--- src/rtl/addr_port_arbiter_if.sv ---
`default_nettype none
// ============================================================================
// Module      : addr_port_arbiter_if
// Description : Bus bundle for the two-requester address port arbiter.
//               Requesters present payloads with req*_in/datain*; the
//               arbiter returns one-cycle grant strobes and offers the held
//               payload downstream with a valid/ready handshake.
//   req1_in/datain1, req2_in/datain2 : requester payloads
//   gnt1_out/gnt2_out                : capture strobes (combinational)
//   select_out/data_out/valid_out    : registered held payload
//   ready_in                         : downstream accept
// Revision    : 1.0 - initial release
// ============================================================================
interface addr_port_arbiter_if #(
  parameter int WORD_SIZE = 5
);
  logic                 req1_in;
  logic [WORD_SIZE-1:0] datain1;
  logic                 req2_in;
  logic [WORD_SIZE-1:0] datain2;
  logic                 gnt1_out;
  logic                 gnt2_out;
  logic                 select_out;
  logic [WORD_SIZE-1:0] data_out;
  logic                 valid_out;
  logic                 ready_in;

  // Environment side: requesters plus downstream consumer.
  modport master (
    output req1_in, datain1, req2_in, datain2, ready_in,
    input  gnt1_out, gnt2_out, select_out, data_out, valid_out
  );

  // Arbiter side.
  modport slave (
    input  req1_in, datain1, req2_in, datain2, ready_in,
    output gnt1_out, gnt2_out, select_out, data_out, valid_out
  );
endinterface
`default_nettype wire

--- src/rtl/addr_port_arbiter.sv ---
`default_nettype none
// ============================================================================
// Module      : addr_port_arbiter
// Description : Round-robin arbiter between two register-file address
//               requesters feeding a single-entry output holding register.
//               A payload is captured whenever the holding register is empty
//               or being drained this cycle, giving zero-bubble
//               back-to-back transfers.
//   clk  : clock, rising edge
//   rst  : asynchronous active-high reset
//   bus  : addr_port_arbiter_if.slave (requests, grants, held payload)
// Revision    : 1.0 - initial release
// ============================================================================
module addr_port_arbiter #(
  parameter int WORD_SIZE = 5
) (
  input  wire                  clk,
  input  wire                  rst,
  addr_port_arbiter_if.slave   bus
);

  typedef enum logic [0:0] {
    S_IDLE = 1'b0,
    S_HOLD = 1'b1
  } state_t;

  state_t               r_state;
  state_t               w_state_nxt;
  logic [WORD_SIZE-1:0] r_data;
  logic [WORD_SIZE-1:0] w_data_nxt;
  logic                 r_sel;
  logic                 w_sel_nxt;
  // 1 = requester 2 was served by the most recent load.
  logic                 r_last2;
  logic                 w_last2_nxt;

  logic                 w_any_req;
  logic                 w_load;
  logic                 w_win2;

  always_ff @(posedge clk or posedge rst) begin
    if (rst) begin
      r_state <= S_IDLE;
      r_data  <= '0;
      r_sel   <= 1'b0;
      r_last2 <= 1'b1;   // requester 1 wins the first tie
    end else begin
      r_state <= w_state_nxt;
      r_data  <= w_data_nxt;
      r_sel   <= w_sel_nxt;
      r_last2 <= w_last2_nxt;
    end
  end

  always_comb begin
    w_state_nxt = r_state;
    w_data_nxt  = r_data;
    w_sel_nxt   = r_sel;
    w_last2_nxt = r_last2;

    w_any_req = bus.req1_in | bus.req2_in;
    // The slot is free when empty, or when its current payload leaves now.
    // Grants are suppressed while reset is held so nothing is consumed.
    w_load    = ((r_state == S_IDLE) | bus.ready_in) & w_any_req & ~rst;
    // Requester 2 wins if alone, or on a tie when requester 1 went last.
    w_win2    = bus.req2_in & (~bus.req1_in | ~r_last2);

    if (w_load) begin
      w_state_nxt = S_HOLD;
      w_data_nxt  = w_win2 ? bus.datain2 : bus.datain1;
      w_sel_nxt   = w_win2;
      w_last2_nxt = w_win2;
    end else if ((r_state == S_HOLD) && bus.ready_in) begin
      // Drained with nothing waiting; payload and select are kept.
      w_state_nxt = S_IDLE;
    end
  end

  assign bus.gnt1_out   = w_load & ~w_win2;
  assign bus.gnt2_out   = w_load &  w_win2;
  assign bus.valid_out  = (r_state == S_HOLD);
  assign bus.data_out   = r_data;
  assign bus.select_out = r_sel;

endmodule
`default_nettype wire

--- src/flat_wrapper.sv ---
// flat-port wrapper written by rule: the top's interface ports become plain ports
module addr_port_arbiter_flat 
#(
  parameter int WORD_SIZE = 5
)
  (clk, rst, bus_req1_in, bus_datain1, bus_req2_in, bus_datain2, bus_ready_in, bus_gnt1_out, bus_gnt2_out, bus_select_out, bus_data_out, bus_valid_out);
  addr_port_arbiter_if #(.WORD_SIZE(WORD_SIZE)) bus_i ();
  input  wire clk;
  input  wire rst;
  input wire logic [$bits(bus_i.req1_in)-1:0] bus_req1_in;
  input wire logic [$bits(bus_i.datain1)-1:0] bus_datain1;
  input wire logic [$bits(bus_i.req2_in)-1:0] bus_req2_in;
  input wire logic [$bits(bus_i.datain2)-1:0] bus_datain2;
  input wire logic [$bits(bus_i.ready_in)-1:0] bus_ready_in;
  output wire logic [$bits(bus_i.gnt1_out)-1:0] bus_gnt1_out;
  output wire logic [$bits(bus_i.gnt2_out)-1:0] bus_gnt2_out;
  output wire logic [$bits(bus_i.select_out)-1:0] bus_select_out;
  output wire logic [$bits(bus_i.data_out)-1:0] bus_data_out;
  output wire logic [$bits(bus_i.valid_out)-1:0] bus_valid_out;
  assign bus_i.req1_in = bus_req1_in;
  assign bus_i.datain1 = bus_datain1;
  assign bus_i.req2_in = bus_req2_in;
  assign bus_i.datain2 = bus_datain2;
  assign bus_i.ready_in = bus_ready_in;
  assign bus_gnt1_out = bus_i.gnt1_out;
  assign bus_gnt2_out = bus_i.gnt2_out;
  assign bus_select_out = bus_i.select_out;
  assign bus_data_out = bus_i.data_out;
  assign bus_valid_out = bus_i.valid_out;
  addr_port_arbiter #(.WORD_SIZE(WORD_SIZE)) u_core (.clk(clk), .rst(rst), .bus(bus_i));
endmodule
--- config.mk ---
export PLATFORM = sky130hd
export DESIGN_NAME = addr_port_arbiter_flat
export DESIGN_NICKNAME = d
export VERILOG_FILES = /design/src/rtl/addr_port_arbiter_if.sv /design/src/rtl/addr_port_arbiter.sv /design/src/flat_wrapper.sv
export SDC_FILE = /design/constraint.sdc
export NUM_CORES = 1
export LEC_CHECK = 0
export ABC_AREA = 0
export BUFFER_PORTS_ARGS = -buffer_cell sky130_fd_sc_hd__buf_4
export CELL_PAD_IN_SITES_DETAIL_PLACEMENT = 1
export CELL_PAD_IN_SITES_GLOBAL_PLACEMENT = 1
export CORE_MARGIN = 5
export CORE_UTILIZATION = 30
export CTS_CLUSTER_DIAMETER = 120
export DETAILED_ROUTE_END_ITERATION = 6
export PLACE_DENSITY = 0.81
export SETUP_SLACK_MARGIN = 0.05
export SYNTH_ARGS = -nofsm -noshare
export SYNTH_HDL_FRONTEND = slang
export SYNTH_SLANG_ARGS = --single-unit
--- constraint.sdc ---
create_clock -name clk -period 1.4 [get_ports clk]
set_input_delay 0.14 -clock clk [delete_from_list [all_inputs] [get_ports clk]]
set_output_delay 0.14 -clock clk [all_outputs]
set_load 0.1 [all_outputs]
== Word-level counts from Yosys, hierarchy flattened ==
Index checks and enable logic that the tools add are counted.
Widths: inputs -> output; s select.

* Mux-type cells: 3
* Bitwise logic cells: 13
* Reduce and logical (&&, ||, !) cells: 2

{| class="wikitable"
|+ Operators with widths
! cell !! count
|-
| $and 1x1->1 || 5
|-
| $mux 5 || 1
|-
| $not 1->1 || 5
|-
| $or 1x1->1 || 3
|-
| $mux 1 || 2
|-
| $reduce_bool 2->1 || 1
|-
| $logic_and 1x1->1 || 1
|}

* Flip-flop bits (word level): 8
* Input port bits: 15
* Word-level logic and storage cells: 22

== Longest topological paths before layout ==
Gate-level depths: netlist (run 1).

* Depth after elaboration: 5
* Mapped depth: 4
* Gate-level depth less buffers: 3

== Worst setup path after synthesis (run 1) ==
Ideal clock, no wire load.

* Path type: register to output
* From: register u_core.r_state, in the netlist u_core.bus.valid_out
* To: output bus_gnt1_out
* Data arrival time: 1.881 ns
* Required time: 1.260 ns
* Setup slack: -0.621 ns
* Cell stages (with the launch flop): 4
* Path buffers: 0
* Path through: dfrtp_1 -> or2b_4 -> o2111ai_4 -> inv_1

* Cells in the longest elaborated chain, start to end: 5

{| class="wikitable"
|+ Ends and longest elaborated chain
! element !! RTL line !! text
|-
| start: declaration || addr_port_arbiter.sv:27 || <nowiki>state_t r_state;</nowiki>
|-
| start signal: assignment || addr_port_arbiter.sv:48 || <nowiki>r_state <= w_state_nxt;</nowiki>
|-
| $not 1->1 || addr_port_arbiter.sv:64 || <nowiki>w_load = ((r_state == S_IDLE) | bus.ready_in) & w_any_req & ~rst;</nowiki>
|-
| $or 1x1->1 || addr_port_arbiter.sv:64 ||
|-
| $and 1x1->1 (2 in a row) || addr_port_arbiter.sv:64 ||
|-
| $and 1x1->1 || addr_port_arbiter.sv:79 || <nowiki>assign bus.gnt1_out = w_load & ~w_win2;</nowiki>
|-
| end: declaration || flat_wrapper.sv:15 || <nowiki>output wire logic [$bits(bus_i.gnt1_out)-1:0] bus_gnt1_out;</nowiki>
|}

No other way between the ends.

== Worst setup path in the final report (run 1) ==
Ends and elaborated chain as after synthesis.

==> results of run 1 <==
synth_stat cells (all sizes together), types with 2 or more instances:
cell | n | area (um2)
inv | 8 | 30.0
buf | 2 | 22.5
nor2b | 2 | 12.5
dfrtp | 7 | 175
o221a | 5 | 56.3
o31ai | 5 | 37.5
power by group through the flow:
stage / clock network (mW) / logic (mW) / registers [mW]
2_1_floorplan: 0 / 0.148 / 0.608
6_report: 0.201 / 0.601 / 0.317
3_3_place_gp: 0 / 0.563 / 0.319
4_1_cts: 0.210 / 0.591 / 0.317
3_5_place_dp: 0 / 0.566 / 0.322
5_1_grt: 0.232 / 0.628 / 0.323
layout make-up:
class	count	area, um2
fillers	174	712
multi-input cells	21	210
flip-flops and latches	8	205
clock buffers	4	26.3
well taps	16	20.0
repair buffers	30	256
inverters	9	41.3
what timing repair did:
action / 4_1_cts / 5_1_grt
endpoints found under the setup margin: 7 / 9
cloned: 0 / 0
pin swaps: 1 / 1
hold buffers: 1 / 0
hold endpoints to repair: 7 / 0
gates resized for setup: 7 / 3
buffers inserted: 1 / 3
sequential cells by signal, summed over array words and instances (netlist names):
| name | cells |
|---|---|
| u_core.r_last2 | 1 |
| u_core.bus.valid_out | 1 |
| u_core.bus.data_out | 5 |
| u_core.bus.select_out | 1 |
cells in the final DEF, fill, tap and decap left out, drive strengths merged, types with 2 or more instances in the layout:
cell	n
inv	6
clkinvlp	2
clkbuf	4
nor2b	2
dfrtp	7
o31ai	5
o221a	5
buf	29
kinds of logic (layout without fill, tap and decap cells):
family | count (synthesis) | count (layout)
buffers and inverters | 11 | 43
AO/OA/AOI/OAI | 14 | 14
AND/OR/NAND/NOR | 7 | 7
flip-flops | 8 | 8
stage by stage:
stage	instance area, um2	setup TNS [ps]	util [%]	std cells
finish	759	-318	51.6	88
global placement	649	0	44.1	79
CTS	726	-228	49.3	85
global route	759	-634	51.6	88
floorplan	464	-564	-	40
detailed placement	649	0	44.1	79
routing by layer:
layer	part of all wire [%]	up-vias	GRT usage, %
li1	-	212	-
met1	39	211	12.5
met2	53	16	21.1
met3	6.4	4	7.03
met4	1.9	0	5.38
met5	0	-	0
worst paths after layout:
path | to | cells after the start | from | slack, ps
min reg2reg | u_core.bus.select_out | 1 | u_core.bus.select_out | 510
max in group asynchronous | u_core.r_last2 | 4 | rst | 670
min in group asynchronous | u_core.bus.data_out[4] | 4 | rst | 510
min | u_core.bus.data_out[3] | 2 | bus_datain1[3] | 140
max reg2reg | u_core.bus.data_out[1] | 5 | u_core.bus.valid_out | -30
max | bus_gnt1_out | 4 | u_core.bus.valid_out | -100
==> results.cfg, run 1 <==
[outcome]
violations = negative setup slack
status = finished, violations left

[place]
portBuffers = 23
place.gp.congestion = 0.714
place_ws_ps = 39.6
dp_hpwl_um = 968

[synth]
yosys_warnings = 0
ys_seq_area_share_pct = 44.5
synth_compound_area_share_pct = 31.8
postSynthNetCount = 55
synth_area_per_cell_um2 = 11.3
yosys.area_share.simple_pct = 11.3
synth_fa_ha_area_share_pct = 0
synth_top_family_by_area = compound AO/OA/AOI/OAI gates
synth_xor_area_share_pct = 0
synthCells = 40
async_flop_share_pct = 100
synth_mux_area_share_pct = 0
syn_area_um2 = 453
synth-edff-count = 0
synth_flop_cell = dfrtp_1
ys_types = 17
synth-seq-cells = 8

[flow_run]
cap_violations = 0

[grt]
grt_max_degree = 11
grt_pass1_wl_um = 2280
antenna_found_initial = 0
grt_remaining_overflow = 0
grt_pass1_vias = 488
grt_use_total_pct = 12.5

[floorplan]
start_util_pct = 30.8
coreArea_um2 = 1470
io-pin-count = 24
rows = 14
dieArea_um2 = 2390
die_h_um = 48.9
die_w_um = 48.9

[clock_tree]
cts.sinks = 8
cts_tree = done
path_clk_slew_ps = 60
clockBufferDepth = 2
clk_latency_ps = 260
clockRootBuffer = clkbuf_4
ctsHtreeMaxLevel = 1
cts_made_buffers = 3

[worst_setup_path]
setup.worst_path.class = flop to output pin
arrival_ps = 1360
crit_chain = or2b_4 > o2111ai_4 > clkinvlp_4 > buf_12
crit_family = flip-flops
end_kind = output pin
worst-path-buf-inv = 2
max_stage_delay_ps = 470
crit_slowest_cell = dfrtp_4
worstPathRequired_ps = 1260
crit_fanout = 3
startpoint_type = flop

[power_and_ir_drop]
power_leakage_nw = 0.344
intPower_mw = 0.569
p_per_area_nw_per_um2 = 1470
ir_worst_vdd_mv = 0.652
power_frac_comb_pct = 53.7
pwr-share-seq_pct = 28.3
switchingPower_mw = 0.551
power_mw = 1.12
swShare_pct = 49.2
power_frac_clock_pct = 18.0

[drt]
num_vias = 443
routedWlPerCell_um = 14.6
drcViolationCount = 0
wirelength_um = 1290
drtIter0Drc = 3
detail-route-antenna-nets = 0
first_pass_iters = 3
routed_via_density = 5.03

[min_path]
hp-class = input pin to flop

[sta]
rsz0062_at_grt = true
worstMarginPinSlew_ps = 439
period_needed_ps = 1500
finClkSkew_ps = 6.31
fin_ws_ps = -97.3
fmax_mhz = 668
relSlewSlack_pct = 70.7
hold_viol_final = 0
hold_slack_ps = 136
finalMaxSlewViolations = 0
setup_viol = 7
fin_crit_sh_pct = 107

[final_layout]
area_growth_syn_to_layout_pct = 67.7
final_layout_size_suffix_gt1_share_pct = 59.7
nNetsFinal = 88
antenna_cells = 0
(Power assumes the default switching activity.)
==> run 2: changes to the inputs <==
--- a/config.mk
+++ b/config.mk
@@ -14,7 +14,9 @@
 export CTS_CLUSTER_DIAMETER = 120
 export DETAILED_ROUTE_END_ITERATION = 6
 export PLACE_DENSITY = 0.81
+export REMOVE_ABC_BUFFERS = 1
 export SETUP_SLACK_MARGIN = 0.05
 export SYNTH_ARGS = -nofsm -noshare
 export SYNTH_HDL_FRONTEND = slang
 export SYNTH_SLANG_ARGS = --single-unit
+export TNS_END_PERCENT = 10
==> results.cfg, run 2 (same netlist as run 1, synthesis figures left out) <==
[power_and_ir_drop]
ir_worst_vdd_mv = 0.582
power_leakage_nw = 0.356
p_per_area_nw_per_um2 = 1500
intPower_mw = 0.566
power_frac_comb_pct = 53.6
power_frac_clock_pct = 18.1
pwr-share-seq_pct = 28.4
swShare_pct = 49.3
switchingPower_mw = 0.550
power_mw = 1.12

[place]
dp_hpwl_um = 970
portBuffers = 23
dp_cells = 79
dpl-instance-area_um2 = 638
place.gp.congestion = 0.701

[clock_tree]
path_clk_slew_ps = 60
ctsHtreeMaxLevel = 1
cts_tree = done
clockRootBuffer = clkbuf_4
clockBufferDepth = 2
cts_made_buffers = 3
cts.sinks = 8
clk_latency_ps = 260

[drt]
routedWlPerCell_um = 15.1
wirelength_um = 1330
drtIter0Drc = 2
routed_via_density = 4.76
num_vias = 419
detail-route-antenna-nets = 0
drcViolationCount = 0
first_pass_iters = 2

[floorplan]
start_util_pct = 30.8
die_w_um = 48.9
dieArea_um2 = 2390
rows = 14
io-pin-count = 24
die_h_um = 48.9
coreArea_um2 = 1470

[sta]
relSlewSlack_pct = 70.7
hold_viol_final = 0
fin_crit_sh_pct = 98.9
finalMaxSlewViolations = 0
period_needed_ps = 1380
tns_ps = 0
fmax_mhz = 722
rsz0062_at_grt = true
setup_viol = 0
finClkSkew_ps = 2.73
worstMarginPinSlew_ps = 438

[worst_setup_path]
crit_fanout = 3
setup.worst_path.class = flop to output pin
end_kind = output pin
worstPathRequired_ps = 1260
startpoint_type = flop
arrival_ps = 1240

[grt]
antenna_found_initial = 0
grt_use_total_pct = 12.5
grt_max_degree = 11
grt_pass1_wl_um = 2280
grt_pass1_vias = 470
grt_remaining_overflow = 0

[final_layout]
final_layout_size_suffix_gt1_share_pct = 58.3
antenna_cells = 0
area_growth_syn_to_layout_pct = 64.4
final_cells = 88
multi_input_area_um2 = 210
largest_register_ff_count = 5
final_cell_mix = buf_4, dfrtp_1, inv_1
final_cell_area_um2 = 744
nNetsFinal = 88
fill_cells = 172
register_area_um2 = 201
final_common_cell = buf_4

[flow_run]
cap_violations = 0

[min_path]
hp-class = input pin to flop

[outcome]
status = finished, final reports clean
[run 2: cell types whose count changed in the layout (fill, tap and decap cells not counted), sizes merged]
| cell | previous run | this run |
|---|---|---|
| clkinvlp | 2 | 0 |
| inv | 6 | 8 |
[run 2: layout make-up]
cell class                 instances  share of cell area, %
clock buffer                       4                   3.53
inverter                           9                   4.54
multi-input combinational         21                   28.2
sequential                         8                   27.1
tap                               16                   2.69
timing repair buffer              30                   33.9
[run 2: metrics by stage]
| step | util (%) | hold WS (ps) | setup WS [ps] |
|---|---|---|---|
| floorplan | - | -61.0 | -621 |
| global placement | 43.4 | 225 | 127 |
| CTS | 49.7 | 136 | 0.0693 |
| detailed placement | 43.4 | 229 | 112 |
| global route | 50.6 | 141 | -61.0 |
| finish | 50.6 | 152 | 15.2 |
[run 2: power by group through the flow]
stage / Clock [mW] / Combinational [mW] / Sequential [mW]
global route: 0.226 / 0.624 / 0.324
detailed placement: 0 / 0.563 / 0.321
finish: 0.201 / 0.598 / 0.317
CTS: 0.216 / 0.595 / 0.317
floorplan: 0 / 0.134 / 0.605
global placement: 0 / 0.559 / 0.316
[run 2: per-layer routing]
layer	routed length (um)	global-route usage, %	part of all wire, %
met1	540	12.6	41
met2	660	20.0	50
met3	126	6.42	9.5
met4	0	8.07	0
met5	0	0	0
[run 2: path summary, 6_finish.rpt]
kind	startpoint	end	slack, ps	depth (start not counted)
setup / recovery	u_core.bus.valid_out	bus_gnt1_out	20	4
setup reg to reg	u_core.bus.valid_out	u_core.bus.data_out[0]	20	5
min in group asynchronous	rst	u_core.bus.valid_out	500	4
max in group asynchronous	rst	u_core.r_last2	690	4
hold / removal	bus_datain1[2]	u_core.bus.data_out[2]	150	2
hold reg to reg	u_core.bus.select_out	u_core.bus.select_out	500	1
[run 2: what timing repair did]
action / 4_1_cts / 5_1_grt
buffers inserted: 3 / 1
resized for setup: 10 / 1
hold endpoints to repair: 7 / 0
pin swaps: 2 / 0
endpoints found under the setup margin: 2 / 7
hold buffers: 1 / 0
[run 2: worst max-delay path: stages, from the launching register on]
cell and delay (ps):
dfrtp_1 380, or2b_4 240, o2111ai_4 110, inv_2 90, buf_12 170
==> run 3: changes to the inputs <==
==> constraint.sdc (replaced) <==
create_clock -name clk -period 1.5 [get_ports clk]
set_input_delay 0.15 -clock clk [delete_from_list [all_inputs] [get_ports clk]]
set_output_delay 0.15 -clock clk [all_outputs]
set_load 0.1 [all_outputs]
==> results.cfg, run 3 (same netlist as run 1, synthesis figures left out) <==
[final_layout]
final_cells = 87
fill_cells = 177
nNetsFinal = 87
final_cell_area_um2 = 732
final_layout_size_suffix_gt1_share_pct = 56.3
multi_input_area_um2 = 205
fin_util_pct = 49.7
area_growth_syn_to_layout_pct = 61.6
final_cell_mix = buf_4, dfrtp_1, inv_1
antenna_cells = 0
register_area_um2 = 201
final_common_cell = buf_4
largest_register_ff_count = 5

[place]
portBuffers = 23
dp_cells = 79
dpl-instance-area_um2 = 638
place_ws_ps = 202
dp_hpwl_um = 970
place.gp.congestion = 0.701

[drt]
detail-route-antenna-nets = 0
num_vias = 411
routedWlPerCell_um = 15.6
drcViolationCount = 0
first_pass_iters = 3
routed_via_density = 4.72
wirelength_um = 1360
drtIter0Drc = 1

[worst_setup_path]
arrival_ps = 1250
setup.worst_path.class = flop to output pin
crit_fanout = 6
worstPathRequired_ps = 1350
startpoint_type = flop
end_kind = output pin

[clock_tree]
ctsHtreeMaxLevel = 1
clk_latency_ps = 260
clockRootBuffer = clkbuf_4
path_clk_slew_ps = 60
clockBufferDepth = 2
cts_tree = done
cts.sinks = 8
cts_made_buffers = 3

[sta]
hold_viol_final = 0
rsz0062_at_grt = true
tns_ps = 0
fmax_mhz = 715
period_needed_ps = 1400
setup_viol = 0
fin_ws_ps = 100
finClkSkew_ps = 1.55
finalMaxSlewViolations = 0
relSlewSlack_pct = 74.0
worstMarginPinSlew_ps = 389
fin_crit_sh_pct = 93.3

[floorplan]
dieArea_um2 = 2390
start_util_pct = 30.8
io-pin-count = 24
rows = 14
die_h_um = 48.9
coreArea_um2 = 1470
die_w_um = 48.9

[grt]
grt_use_total_pct = 12.1
grt_remaining_overflow = 0
grt_use_met2_pct = 19.6
met3_usage_pct = 6.42
grt_max_degree = 11
grt_pass1_vias = 456
use_met1_pct = 11.7
grt_pass1_wl_um = 2180
antenna_found_initial = 0
grt-busiest-layer = met2

[min_path]
hp-class = input pin to flop

[power_and_ir_drop]
p_per_area_nw_per_um2 = 1410
ir_worst_vdd_mv = 0.541
power_leakage_nw = 0.352

[outcome]
status = finished, final reports clean

[flow_run]
cap_violations = 0
==> run 3: cell count changes in the layout (fill, tap and decap cells not counted), sizes merged <==
cell	change
buf	-1
==> run 3: report_power, final <==
| part | switching (mW) | internal (mW) |
|---|---|---|
| clock | 0.0849 | 0.103 |
| combinational | 0.396 | 0.157 |
| sequential | 0.0297 | 0.265 |
==> run 3: worst paths after layout <==
kind | cells past startpoint | startpoint | to | slack [ps]
worst max-delay path | 4 | u_core.bus.valid_out | bus_gnt2_out | 100
worst min-delay path | 2 | bus_datain1[2] | u_core.bus.data_out[2] | 160
min in group asynchronous | 4 | rst | u_core.bus.valid_out | 510
worst max register to register | 5 | u_core.bus.valid_out | u_core.bus.data_out[1] | 130
max in group asynchronous | 4 | rst | u_core.r_last2 | 770
worst min register to register | 1 | u_core.bus.select_out | u_core.bus.select_out | 500
==> run 3: per-stage QoR <==
step / power, mW / hold slack [ps]
after floorplan: 0.690 / -51.0
after global placement: 0.816 / 235
after detailed placement: 0.824 / 239
after CTS: 1.04 / 146
after global routing: 1.09 / 151
final: 1.04 / 162
==> run 3: worst max-delay path: stages, from the launching register on <==
cell and delay (ps):
dfrtp_1 350, or2b_4 300, nand3_4 120, inv_2 50, buf_12 160
==> run 3: repair_timing <==
action                                  CTS  global route
pin swaps                                 1             1
endpoints found under the hold margin     7             0
buffers inserted                          1             2
endpoints found under the setup margin    2             2
hold buffers                              1             0
cloned                                    0             0
gates resized for setup                   7             3
==> run 3: final cells by class <==
class	count	area share [%]
inverter	9	4.62
timing repair buffer	29	33.5
sequential	8	27.5
multi-input combinational	21	28.0
clock buffer	4	3.59
tap	16	2.74
==> run 3: layer usage <==
| metal | wire (um) | up-vias |
|---|---|---|
| met5 | 0 | - |
| met4 | 0 | 0 |
| met2 | 646 | 15 |
| met1 | 581 | 191 |
| li1 | - | 205 |
| met3 | 127 | 0 |
